**src/rtl/rr_decoder_arbiter.sv**
```systemverilog
// rr_decoder_arbiter
//   Round-robin arbiter that shares one 3-to-8 decoder among 8 requesters.
//   The decoder is driven by sel/en, and grant is the matching one-hot vector.
//   Each tenure is capped at MAX_HOLD cycles. Every release is followed by
//   one mandatory dead cycle before the next grant.
//
// Ports
//   clk      system clock; all state changes happen on its rising edge
//   reset_n  synchronous active-low reset
//   req      level-sensitive requests; bit i belongs to requester i
//   sel      index of the current grantee (decoder select)
//   en       grant valid (decoder enable)
//   grant    one-hot grant; equals 1<<sel while en=1, otherwise 0
//   busy     high while a tenure is in progress
//   timeout  one-cycle pulse during the dead cycle that follows a forced release
//
// state   | meaning
// --------+-------------------------------------------------------------
// IDLE    | no grantee; arbitrate on any request
// GRANT   | sel owns the decoder; hold_cnt counts cycles already held
// RELEASE | one dead cycle with en=0; arbitrate using the advanced ptr
module rr_decoder_arbiter #(
  parameter int MAX_HOLD = 16
) (
  input  logic       clk,
  input  logic       reset_n,
  input  logic [7:0] req,
  output logic [2:0] sel,
  output logic       en,
  output logic [7:0] grant,
  output logic       busy,
  output logic       timeout
);

  typedef enum logic [1:0] {
    IDLE    = 2'd0,
    GRANT   = 2'd1,
    RELEASE = 2'd2
  } state_t;

  state_t     state;
  logic [2:0] ptr;
  logic [7:0] hold_cnt;

  logic [2:0] winner;
  logic       any_req;
  logic [2:0] scan_idx;

  // The scan walks from the farthest offset down to ptr itself. Because the
  // last match found wins, the result is the requester closest to ptr in
  // round-robin order.
  always_comb begin
    winner   = 3'd0;
    scan_idx = 3'd0;
    any_req  = |req;
    for (int i = 7; i >= 0; i--) begin
      scan_idx = ptr + 3'(i);
      if (req[scan_idx]) winner = scan_idx;
    end
  end

  always_ff @(posedge clk) begin
    if (!reset_n) begin
      state    <= IDLE;
      sel      <= 3'd0;
      en       <= 1'b0;
      grant    <= 8'd0;
      busy     <= 1'b0;
      timeout  <= 1'b0;
      ptr      <= 3'd0;
      hold_cnt <= 8'd0;
    end else begin
      case (state)
        IDLE, RELEASE: begin
          timeout <= 1'b0;
          if (any_req) begin
            state    <= GRANT;
            sel      <= winner;
            en       <= 1'b1;
            grant    <= 8'd1 << winner;
            busy     <= 1'b1;
            hold_cnt <= 8'd0;
          end else begin
            state <= IDLE;
          end
        end

        GRANT: begin
          // A dropped request takes precedence over the hold limit, so a
          // drop that coincides with the limit counts as a normal release.
          if (!req[sel] || (hold_cnt == 8'(MAX_HOLD - 1))) begin
            state   <= RELEASE;
            timeout <= req[sel];
            ptr     <= sel + 3'd1;
            en      <= 1'b0;
            grant   <= 8'd0;
            busy    <= 1'b0;
          end else begin
            hold_cnt <= hold_cnt + 8'd1;
          end
        end

        default: begin
          state   <= IDLE;
          en      <= 1'b0;
          grant   <= 8'd0;
          busy    <= 1'b0;
          timeout <= 1'b0;
        end
      endcase
    end
  end

endmodule
```
**config.mk**
```make
export PLATFORM = sky130hd
export DESIGN_NAME = rr_decoder_arbiter
export DESIGN_NICKNAME = d
export VERILOG_FILES = /design/src/rtl/rr_decoder_arbiter.sv
export SDC_FILE = /design/constraint.sdc
export NUM_CORES = 1
export LEC_CHECK = 0
export ABC_AREA = 1
export BUFFER_PORTS_ARGS = -buffer_cell sky130_fd_sc_hd__buf_2
export CORE_MARGIN = 4
export CORE_UTILIZATION = 45
export CTS_BUF_LIST = sky130_fd_sc_hd__clkbuf_4
export CTS_CLUSTER_SIZE = 8
export DETAILED_ROUTE_END_ITERATION = 6
export PLACE_DENSITY = 0.67
export RECOVER_POWER = 100
export SLEW_MARGIN = 20
export SYNTH_ARGS = -nofsm -noshare
export SYNTH_HDL_FRONTEND = slang
export SYNTH_SLANG_ARGS = --single-unit
```
**constraint.sdc**
```tcl
create_clock -name clk -period 2.1 [get_ports clk]
set_input_delay 0.42 -clock clk [delete_from_list [all_inputs] [get_ports clk]]
set_output_delay 0.42 -clock clk [all_outputs]
set_load 0.05 [all_outputs]
```
Word-level counts from Yosys, hierarchy flattened
Index checks and enable logic that the tools add are counted.
{"block": "word_totals", "regBits": 26, "in_bits": 10, "wordCells": 81}
{"block": "op_classes", "magnitude_cmp": 9, "n_shift": 1, "mux": 38, "addsub": 9, "n_reduce_logical": 11, "eq_ne": 6}
{"operator": "$lt 3x4->1 const B", "count": 9}
{"operator": "$mux 8", "count": 4}
{"operator": "$pmux 8 s2", "count": 2}
{"operator": "$bmux 1 s3", "count": 9}
{"operator": "$mux 3", "count": 8}
{"operator": "$add 3x3->3 const B", "count": 4}
{"operator": "$mux 1", "count": 12}
{"operator": "$add 8x1->8 const B", "count": 1}
{"operator": "$eq 8x4->1 const B", "count": 1}
{"operator": "$reduce_and 2->1", "count": 4}
{"operator": "$reduce_or 8->1", "count": 1}
{"operator": "$shl 1x3->8 const A", "count": 1}
{"operator": "$add 3x1->3 const B", "count": 2}
{"operator": "$add 3x2->3 const B", "count": 2}
{"operator": "$ne 2x2->1 const B", "count": 3}
{"operator": "$pmux 2 s2", "count": 1}
{"operator": "$reduce_and 3->1", "count": 1}
{"operator": "$eq 2x1->1 const B", "count": 1}
{"operator": "$eq 2x2->1 const B", "count": 1}
{"operator": "$logic_not 2->1", "count": 1}
{"operator": "$mux 2", "count": 1}
{"operator": "$pmux 1 s2", "count": 1}
{"operator": "$reduce_bool 2->1", "count": 1}
{"operator": "$reduce_or 2->1", "count": 1}
{"operator": "2 further kinds", "count": 2}

Longest topological paths before layout
Gate-level depths: netlist of run 1.
{"block": "logic_depth", "word_depth": 14, "mapped_depth": 21, "mapped_depth_nobuf": 20}

Least setup slack after synthesis of run 1
OpenSTA, ideal clock, no wires.
{"block": "synth_path", "kind": "register -> register", "from": "reg ptr[1]", "to": "reg grant[7]", "stages_incl_launch_ff": 22, "arrival_ns": 2.012, "setup_ns": 0.069, "n_path_buf": 2, "slack_ns": 0.020, "path_cell_list": "dfxtp_1 buf_6 inv_6 ha_1 buf_4 inv_2 nand3_1 nand3_2 nand2_2 inv_2 nand2_1 nand2_1 nand2_1 nand2_1 nand2_1 nand2_1 nand2_2 nand2_4 inv_2 nor2_2 nand2_1 a21oi_2"}
{"block": "synth_via", "elab_chain_cells": 14, "word_cells_on_any_way": 34}
{"element": "start, declared", "line_no": "42", "source": "logic [2:0] ptr;"}
{"element": "start signal, assigned", "line_no": "94", "source": "ptr <= sel + 3'd1;"}
{"element": "$add 3x3->3", "line_no": "57", "source": "scan_idx = ptr + 3'(i);"}
{"element": "$bmux 1 s3", "line_no": "58", "source": "if (req[scan_idx]) winner = scan_idx;"}
{"element": "$mux 1 (implied by the code)", "line_no": "58"}
{"element": "$mux 3 (7 in series)", "line_no": "58"}
{"element": "$mux 3 (*)", "line_no": "58"}
{"element": "$shl 1x3->8 (*)", "line_no": "80", "source": "grant <= 8'd1 << winner;"}
{"element": "$mux 8 (*)", "line_no": "76", "source": "if (any_req) begin"}
{"element": "$pmux 8 s2 (*)", "line_no": "73", "source": "case (state)"}
{"element": "end signal, assigned", "line_no": "80"}
{"element": "end, declared", "line_no": "30", "source": "output logic [7:0] grant,"}
Every way passes the cells marked *; elsewhere a longest branch is shown, timed or not. The select of a mux whose other input is x is not followed.
A chain may end at the register's enable or synchronous reset.

Final worst setup path of run 1
{"block": "layout_path", "from": "reg ptr[1]", "to": "reg grant[3]"}
The elaborated chain is that of the path after synthesis.

==> impl_results.md, run 1 <==
* Total GRT Usage at 0.1830
* Row count at 23
* Worst path cell trace: inv_6 -> ha_4 -> nand3_1 -> nand3_1 -> nand2_1 -> a21oi_1 -> nand2_1 -> nand2_1 -> nand2_1 -> nand2_2 -> nand2_4 -> nor2_4 -> nand2_2 -> a21oi_2
* Synth warnings at 0
* Seq cells post-synth at 26
* Hold Path Cell Cnt at 3
* Commonest non-fill, non-tap cells in the layout: nand2_1 (78), inv_1 (33), dfxtp_1 (24)
* Yosys cell types at 32
* RSZ-0062 raised after global routing: yes
* Outcome: complete, no violations
* Crit path arrival time at roughly 2300 ps
* Crit Reg-Reg Endpoint: grant[3]
* Critical path data required time at 2360 ps
* # DRC at 0
* Layout area overhead at 20.01%
* Ant diodes at 0
* Die Ht at between 70 and 80 µm
* Slew Viols, Final at 0
* H-tree Lvls at 1
* Power density cells at 1288 nW/µm²
* Largest stage delay on the critical path at around 400 ps
* Final worst setup slack at 81.73 ps
* Slew headroom at 0.6036
* Post-Syn Nets at 310
* Worst r2r path cells at 14
* Post-synthesis cell count at 296
* Total grt overflow at 0
* Max-cap viol count at 0
* Post-route non-filler standard cell count at 380
* Total Wirelength at between 4000 and 5000 µm
* Vias in the first global route at 1806
* Vias at between 1500 and 2000
* Via-to-Cell Ratio at about 5.2
* Place WS at -96.96 ps
* TritonCTS clock tree: yes
* GPL Wtd Cong at between 0.9 and 1
* Cts hold-fix bufs at 0
* Most common cell after layout, fill and taps aside: nand2_1
* Worst min-delay path startpoint: reset_n
* VDD IR max at 0.0007371 V
* Total iterations of the first detailed-routing run at 4
* IO buf count at 23
* Initial Util at 0.4746
* Clk root buf: clkbuf_4
* Total CTS buffers at 3
* Hold Crit Endpoint: state[1]
* Synthesized area at about 1900 µm²
* Final Setup Violations at 0
* Largest net degree at the start of global routing at 14
* # clock sinks at 26
* Die X at 73.42 µm
* Insertion delay to the later sink of the worst-skew pair at 310 ps
* Worst Skew at about 5.7 ps
* HPWL Detailed at between 3000 and 4000 µm
* Iteration-0 DRC Markers at 98
* CTS max path bufs at 2
* LEAKAGE at roughly 1.1 nW
* Crit. End Element: register
* Setup slack, reg-to-reg at roughly 80 ps
* RR Startpoint: ptr[1]
* Global-route wire length before repair at approximately 8000 µm
* Tcrit/Tclk final at 0.9611
* Worst slew pin tran at around 600 ps
* Seq/Total Area, Yosys at 0.2703
* Critical path class: register to register
* Final hold vios at 0
* # IOs at 24
* Clk pin slew, worst setup/hold paths at 130 ps
* Synth Area per Inst at about 6.5 µm²
* Final nets at 346
* Min-Delay Path Class: input port to register
* Drt wl/cell at roughly 12 µm
* DRT antenna net count at 0
* Cell count after placement at approximately 370
* Core ar. at around 4100 µm²
* Fmax at between 0.4 and 0.5 GHz
* Tot Pwr at between 0.002 and 0.003 W
* Min cycle time layout at 2018 ps
* Initial antenna violation count at 0
* Die Footprint at between 5000 and 6000 µm²
* Share of cells above drive strength 1 at 0.3000
* Cell mode on critical path: nand2_1
* Maximum fanout along the worst path at 7
* Worst-path cell with the longest stage delay: dfxtp_4
* Crit start category: register
==> worst max-delay path by stage <==
stage / start / end / slack (ps)
final: ptr[1] / grant[3] / 80
after global routing: ptr[1] / grant[3] / -90
after CTS: ptr[1] / grant[0] / 4
after detailed placement: ptr[1] / grant[7] / -100
after global placement: ptr[1] / grant[3] / -50
after floorplan: ptr[1] / grant[7] / 20
==> synthesized netlist by cell type (all sizes together) <==
| library cell | count | share of area |
|---|---|---|
| nand2 | 103 | 0.23 |
| nand3 | 44 | 0.15 |
| inv | 43 | 0.088 |
| dfxtp | 26 | 0.27 |
| a21oi | 24 | 0.078 |
| nor2 | 19 | 0.041 |
| nor3 | 6 | 0.016 |
| o21ai | 6 | 0.016 |
| buf | 5 | 0.025 |
| ha | 4 | 0.026 |
| a211oi | 3 | 0.012 |
| nand4 | 3 | 0.013 |
| clkbuf | 2 | 0.0039 |
| nor3b | 2 | 0.010 |
| o22ai | 2 | 0.0065 |
| and3 | 1 | 0.0033 |
| o211ai | 1 | 0.0039 |
| xnor2 | 1 | 0.0045 |
| xor2 | 1 | 0.0045 |
==> power breakdown <==
part	leakage [nW]	total (W)	internal, W	switching (W)
Clock	0.0138	0.000206	0.0000671	0.000138
Sequential	0.213	0.000667	0.000583	0.0000847
Combinational	0.829	0.00210	0.000724	0.00138
Total	1.06	0.00298	0.00137	0.00160
==> worst max-delay path: cells and delay by family (launching register included) <==
family,cells,cell delay [ps]
and+or+nand+nor,10,940
DFF,1,400
adders and majority gates,1,320
AOI/OAI and AO/OA,2,260
buffers and inverters,1,40
==> cell type report <==
type	instances	area, µm²
Tap cell	50	62.56
Fill cell	406	1747
Sequential cell	26	525.5
Inverter	43	176.4
Timing Repair Buffer	38	230.2
Multi-Input combinational cell	220	1294
Clock buffer	3	22.52
==> routing by layer <==
metal | part of all wire | vias up | track usage
met3 | 0.036 | 8 | 0.01915
met4 | 0.012 | 0 | 0.05231
li1 | - | 1023 | -
met1 | 0.45 | 891 | 0.2303
met5 | 0 | - | 0
met2 | 0.50 | 46 | 0.3277
==> logic make-up after synthesis <==
family,after synthesis,share of synthesized area
and+or+nand+nor,178,0.4620
buffers and inverters,50,0.1170
AOI/OAI and AO/OA,36,0.1157
DFF,26,0.2703
adders and majority gates,4,0.02599
xor gates and xnor gates,2,0.009098
==> sequential cells by signal, summed over array words and instances (netlist names) <==
register and flops:
hold_cnt 8, busy 1, timeout 1, state 2, sel 3, grant 8
ptr 3
==> metrics by stage <==
step	setup TNS, ps	area, µm²	utilization	hold slack [ps]
detailed placement	-496.1	2115	0.5211	446.7
global route	-442.2	2311	0.5695	373.9
CTS	0	2155	0.5310	385.1
floorplan	0	1926	-	460.9
finish	0	2311	0.5695	396.9
global placement	-192.5	2115	0.5211	449.4
==> repair_timing <==
action,4_1_cts,5_1_grt
endpoints found under the setup margin,10,10
gates resized for setup,4,29
pin swaps,2,13
setup buffers,0,6
(Power assumes the default switching activity.)
==> run 2: changes to the inputs <==
SETUP_SLACK_MARGIN = 0.2   (was default)
==> run 2 against run 1 <==
Core utilization decreased by 0.89 points; via count decreased by 2.4%; combinational power about the same; critical path type unchanged; clock power increased by 3%; register-to-register slack got worse by 50 ps; global-route usage increased by 0.24 points; highest routed layer unchanged; non-clock buffer count decreased by 3.
==> impl_results.md, run 2 (synthesis gave the netlist of run 1 again) <==
* LEAKAGE at 1.034 nW (-2.0%)
* Post-route non-filler standard cell count at 378 (-0.53%)
* VDD IR max at 0.0008185 V (+11%)
* # IOs at 24 (unchanged)
* Tot Pwr at 0.002981 W (+0.10%)
* Crit path arrival time at 2330 ps (+60 ps)
* Critical path data required time at 2360 ps (about the same)
* IO buf count at 23 (unchanged)
* Cell internal pwr at 0.001362 W (-0.88%)
* Slew Viols, Final at 0 (unchanged)
* Insertion delay to the later sink of the worst-skew pair at 320 ps (about the same)
* Post-place instance area at 2122 µm² (+0.36%)
* Final Setup Violations at 0 (unchanged)
* CP bufs+invs at 3 (+2)
* Die Footprint at 5390 µm² (unchanged)
* Most common cell after layout, fill and taps aside: nand2_1
* Min cycle time layout at 2067 ps (+48.23 ps)
* H-tree Lvls at 1 (unchanged)
* Cts hold-fix bufs at 0 (unchanged)
* Final hold vios at 0 (unchanged)
* Fin area at 2275 µm² (-1.6%)
* Row count at 23 (unchanged)
* Setup slack, reg-to-reg at 30 ps (-50 ps)
* Cell mode on critical path: nand2_1
* Power density cells at 1310 nW/µm² (+1.7%)
* Fraction of power spent switching nets at 0.5432 (+0.004522)
* # DRC at 0 (unchanged)
* Total grt overflow at 0 (unchanged)
* Via-to-Cell Ratio at 5.082 (-1.9%)
* Crit. End Element: register
* Initial antenna violation count at 0 (unchanged)
* Cell count after placement at 368 (-0.81%)
* Global-route wire length before repair at 8031 µm (+1.0%)
* Total iterations of the first detailed-routing run at 4 (unchanged)
* Total CTS buffers at 3 (unchanged)
* Maximum fanout along the worst path at 6 (-1)
* TritonCTS clock tree: yes
* Largest net degree at the start of global routing at 15 (+1)
* Largest registers: grant x8, hold_cnt x8
* Tcrit/Tclk final at 0.9841 (+0.02297)
* Met3 wire length at 131 µm (-22%)
* Logic pwr share at 0.698 (-0.009)
* Min-Delay Path Class: input port to register
* Commonest non-fill, non-tap cells in the layout: nand2_1 (77), inv_1 (33), nand3_1 (28)
* Worst Hold Slack at 397.8 ps (+0.8730 ps)
* GPL Wtd Cong at 0.8660 (-6.2%)
* Max-cap viol count at 0 (unchanged)
* DRT met1 WL at 2210 µm (+4.7%)
* Fmax at 0.4839 GHz (-2.3%)
* # clock sinks at 26 (unchanged)
* Outcome: complete, no violations
* Layout area overhead at 18.13%
* RSZ-0062 raised after global routing: yes
* WL met2 at 2197 µm (-5.4%)
* Total GRT Usage at 0.1854 (+0.002416)
* HPWL Detailed at 3603 µm (+0.61%)
* Slew headroom at 0.5981 (-0.005515)
* Sequential share of power at 0.231 (+0.007)
* Largest stage delay on the critical path at 400 ps (about the same)
* Core ar. at 4058 µm² (unchanged)
* Worst path cell trace: inv_6 -> ha_4 -> nand3_2 -> nand3_1 -> nand2_1 -> inv_1 -> nand2_1 -> nand2_1 -> nand2_1 -> nand2_1 -> nand2_2 -> nand2_4 -> inv_4 -> nor2_4 -> nand2_2 -> a21oi_2
* DRT antenna net count at 0 (unchanged)
* Initial Util at 0.4746 (unchanged)
* Final nets at 343 (-0.87%)
* Clk pwr share at 0.072 (+0.003)
* Share of cells above drive strength 1 at 0.2927 (-0.007317)
* Vias at 1921 (-2.4%)
* Die Ht at 73.42 µm (unchanged)
* Total Wirelength at 4644 µm (-0.34%)
* Critical path class: register to register
* Die X at 73.42 µm (unchanged)
* Worst slew pin tran at 605.4 ps (+8.308 ps)
* Vias in the first global route at 1890 (+4.7%)
* Ant diodes at 0 (unchanged)
* Iteration-0 DRC Markers at 102 (+4.1%)
* Highest metal used: met4
* Crit start category: register
* Worst Skew at 1.632 ps (-4.078 ps)
* Worst-path cell with the longest stage delay: dfxtp_4
* Final Core Density at 0.5606 (-0.008942)
* CTS max path bufs at 2 (unchanged)
* Drt wl/cell at 12.29 µm (+0.18%)
* Clk root buf: clkbuf_4
* P_sw at 0.001619 W (+0.94%)
* Crit path max-delay family: simple AND/OR/NAND/NOR gates
* Clk pin slew, worst setup/hold paths at 130 ps (about the same)
-- run 2: cell types whose count changed in the layout (fill, tap and decap cells not counted), moves of 2 or more --
cell,before,now
a21oi_1,17,15
dfxtp_2,1,3
nand3_1,23,28
nand3_2,18,12
buf_6,3,0
dfxtp_1,24,21
buf_4,10,12
-- run 2: timing repair --
item | in CTS | in global routing
pin swaps | 2 | 13
resized for setup | 10 | 18
setup endpoints to repair | 11 | 14
buffers inserted | 4 | 2
-- run 2: path summary, 6_finish.rpt --
check / start / to / cells past startpoint
max reg2reg: ptr[0] / grant[3] / 16
min: reset_n / state[1] / 3
min reg2reg: timeout / timeout / 2
max: ptr[0] / grant[3] / 16
-- run 2: cell type report --
cell class,count,area [µm²]
fillers,404,1783
clock buffers,3,22.52
flip-flops and latches,26,531.8
clock inverters,1,3.754
repair buffers,35,187.7
multi-input cells,220,1285
inverters,43,181.4
well taps,50,62.56
-- run 2: power groups by stage --
stage               Combinational, W  Clock [W]  Sequential (W)
global route                 0.00233   0.000242        0.000699
global placement             0.00179          0        0.000697
detailed placement           0.00180          0        0.000696
finish                       0.00208   0.000213        0.000688
CTS                          0.00192   0.000227        0.000683
floorplan                    0.00131          0        0.000861
-- run 2: metal layers --
metal	GRT usage	up-vias
li1	-	1022
met4	0.06640	0
met1	0.2309	854
met5	0	-
met3	0.02326	11
met2	0.3257	34
-- run 2: tightest hold or removal path: stages --
cell and delay [ps]:
buf_2 150, nand2_1 80, inv_1 40
-- run 2: metrics by stage --
stage                     TNS [ps]  setup WS [ps]
after CTS                        0          143.7
final                            0          33.49
after detailed placement         0          15.60
after global routing        -901.8         -150.0
after floorplan                  0          158.4
after global placement           0          36.06
==> run 3: changes to the inputs <==
CORE_MARGIN = default   (was 4)
CORE_UTILIZATION = 54   (was 45)
PLACE_DENSITY = 0.78   (was 0.67)
==> run 3 against run 2 <==
Hold slack got worse by 1.2 ps; critical path depth did not move; clock skew rose by 9.8 ps; wire length fell by 1.0%; global-route usage rose by 7.1 points; sequential cell count did not move; core utilization rose by 11 points; combinational power barely moved; clock-buffer cell count did not move; first-iteration DRC count did not move; worst setup slack improved by 50 ps; final area fell by 0.50%; largest power group unchanged.
==> impl_results.md, run 3 (synthesis gave the netlist of run 1 again) <==
* Iteration-0 DRC Markers at 102 (unchanged)
* Worst Skew at 11.41 ps (+9.774 ps)
* Ant diodes at 0 (unchanged)
* Layout area overhead at 17.54%
* Worst slew pin tran at 591.1 ps (-14.32 ps)
* Worst r2r path cells at 16 (unchanged)
* Initial antenna violation count at 0 (unchanged)
* Hold Path Cell Cnt at 3 (unchanged)
* Fmax at 0.4959 GHz (+2.5%)
* Tot Pwr at 0.002973 W (-0.25%)
* Crit. End Element: register
* Clk root buf: clkbuf_4
* CTS max path bufs at 2 (unchanged)
* HPWL Detailed at 3466 µm (-3.8%)
* # DRC at 0 (unchanged)
* Setup TNS at 0 ps (unchanged)
* Row count at 21 (-8.7%)
* Final nets at 346 (+0.87%)
* Largest registers: grant x8, hold_cnt x8
* Slew headroom at 0.6076 (+0.009503)
* DRT antenna net count at 0 (unchanged)
* Crit path arrival time at 2260 ps (-70 ps)
* Outcome: complete, no violations
* Die Ht at 61.72 µm (-16%)
* Min-Delay Path Class: input port to register
* Largest net degree at the start of global routing at 15 (unchanged)
* Critical path data required time at 2340 ps (-20 ps)
* Cts hold-fix bufs at 0 (unchanged)
* GPL Wtd Cong at 0.9175 (+5.9%)
* Drt wl/cell at 12.19 µm (-0.77%)
* Commonest non-fill, non-tap cells in the layout: nand2_1 (78), inv_1 (34), nand3_1 (30)
* Vias in the first global route at 1733 (-8.3%)
* # clock sinks at 26 (unchanged)
* Maximum fanout along the worst path at 6 (unchanged)
* Insertion delay to the later sink of the worst-skew pair at 310 ps (about the same)
* Total GRT Usage at 0.2560 (+0.07056)
* Slew Viols, Final at 0 (unchanged)
* Most common cell after layout, fill and taps aside: nand2_1
* Filler cell count at 329 (-19%)
* Via-to-Cell Ratio at 5.186 (+2.0%)
* TritonCTS clock tree: yes
* Crit start category: register
* Global-route wire length before repair at 7334 µm (-8.7%)
* VDD IR max at 0.0006649 V (-19%)
* Die Footprint at 3809 µm² (-29%)
* Total grt overflow at 0 (unchanged)
* Total CTS buffers at 3 (unchanged)
* IO buf count at 23 (unchanged)
* RSZ-0062 raised after global routing: yes
* # IOs at 24 (unchanged)
* Core ar. at 3363 µm² (-17%)
* Initial Util at 0.5725 (+0.09798)
* LEAKAGE at 1.044 nW (+0.98%)
* Clk pin slew, worst setup/hold paths at 140 ps (about the same)
* Tcrit/Tclk final at 0.9602 (-0.02386)
* Max-cap viol count at 0 (unchanged)
* Die X at 61.72 µm (-16%)
* Worst Hold Slack at 396.6 ps (-1.202 ps)
* Total iterations of the first detailed-routing run at 4 (unchanged)
* Final hold vios at 0 (unchanged)
* Final Setup Violations at 0 (unchanged)
* Critical path class: register to register
* Power density cells at 1314 nW/µm² (+0.25%)
* Multi-input logic area at 1266 µm² (-1.5%)
* Share of cells above drive strength 1 at 0.2719 (-0.02078)
* Min cycle time layout at 2016 ps (-50.10 ps)
* Total Wirelength at 4596 µm (-1.0%)
* Vias at 1955 (+1.8%)
* H-tree Lvls at 1 (unchanged)
* Storage cell area at 528.0 µm² (-0.71%)
-- run 3: changes by cell type in the layout (fill, tap and decap cells not counted), moves of 2 or more --
cell / delta
nand3_2: -3
nand3_1: +2
buf_4: +2
a21oi_2: -3
inv_6: -2
a21oi_1: +3
-- run 3: layout make-up --
class | instances | share of cell area
multi-input cells | 220 | 0.5594
flip-flops and latches | 26 | 0.2333
repair buffers | 38 | 0.09121
inverters | 43 | 0.07905
well taps | 46 | 0.02543
clock buffers | 3 | 0.009950
clock inverters | 1 | 0.001658
-- run 3: metrics by stage --
stage	area, µm²	utilization	setup slack, ps	instances
2_1_floorplan	1959	-	158.4	296
6_report	2263	0.6730	83.59	377
3_5_place_dp	2110	0.6272	50.67	363
5_1_grt	2263	0.6730	-104.6	377
3_3_place_gp	2110	0.6272	80.25	363
4_1_cts	2237	0.6652	123.5	373
-- run 3: worst paths after layout --
kind                            slack, ps    start  endpoint
worst max-delay path                   80   ptr[1]  grant[1]
worst max register to register         80   ptr[1]  grant[1]
worst min-delay path                  400  reset_n  state[1]
worst min register to register        470  timeout   timeout
-- run 3: per-layer routing --
metal,global-route usage,up-vias,wire (µm),part of all wire
li1,-,1024,-,-
met1,0.3261,884,2074,0.45
met2,0.4409,39,2312,0.50
met3,0.02070,8,122,0.027
met4,0.1175,0,87,0.019
met5,0,-,0,0
-- run 3: report_power, final --
group,leakage (nW),internal [W],switching (W)
sequential,0.214,0.000587,0.0000891
combinational,0.815,0.000714,0.00137
clock,0.0154,0.0000694,0.000141
total,1.04,0.00137,0.00160
-- run 3: worst max-delay path, cell delays in order, from the launching register on --
cell	delay (ps)
dfxtp_4	410
inv_6	40
ha_4	330
nand3_2	120
nand3_2	110
inv_1	40
nand2_1	50
nand2_1	50
nand2_1	50
nand2_1	40
nand2_1	50
nand2_1	60
nand2_2	90
nand2_2	70
a21oi_4	200
nand3_1	110
a21oi_1	130
-- run 3: what timing repair did --
action                                 in CTS  in global routing
resized for setup                          13                  7
setup buffers                               6                  4
pin swaps                                   6                  6
endpoints found under the hold margin       0                  0
setup endpoints to repair                  10                 14
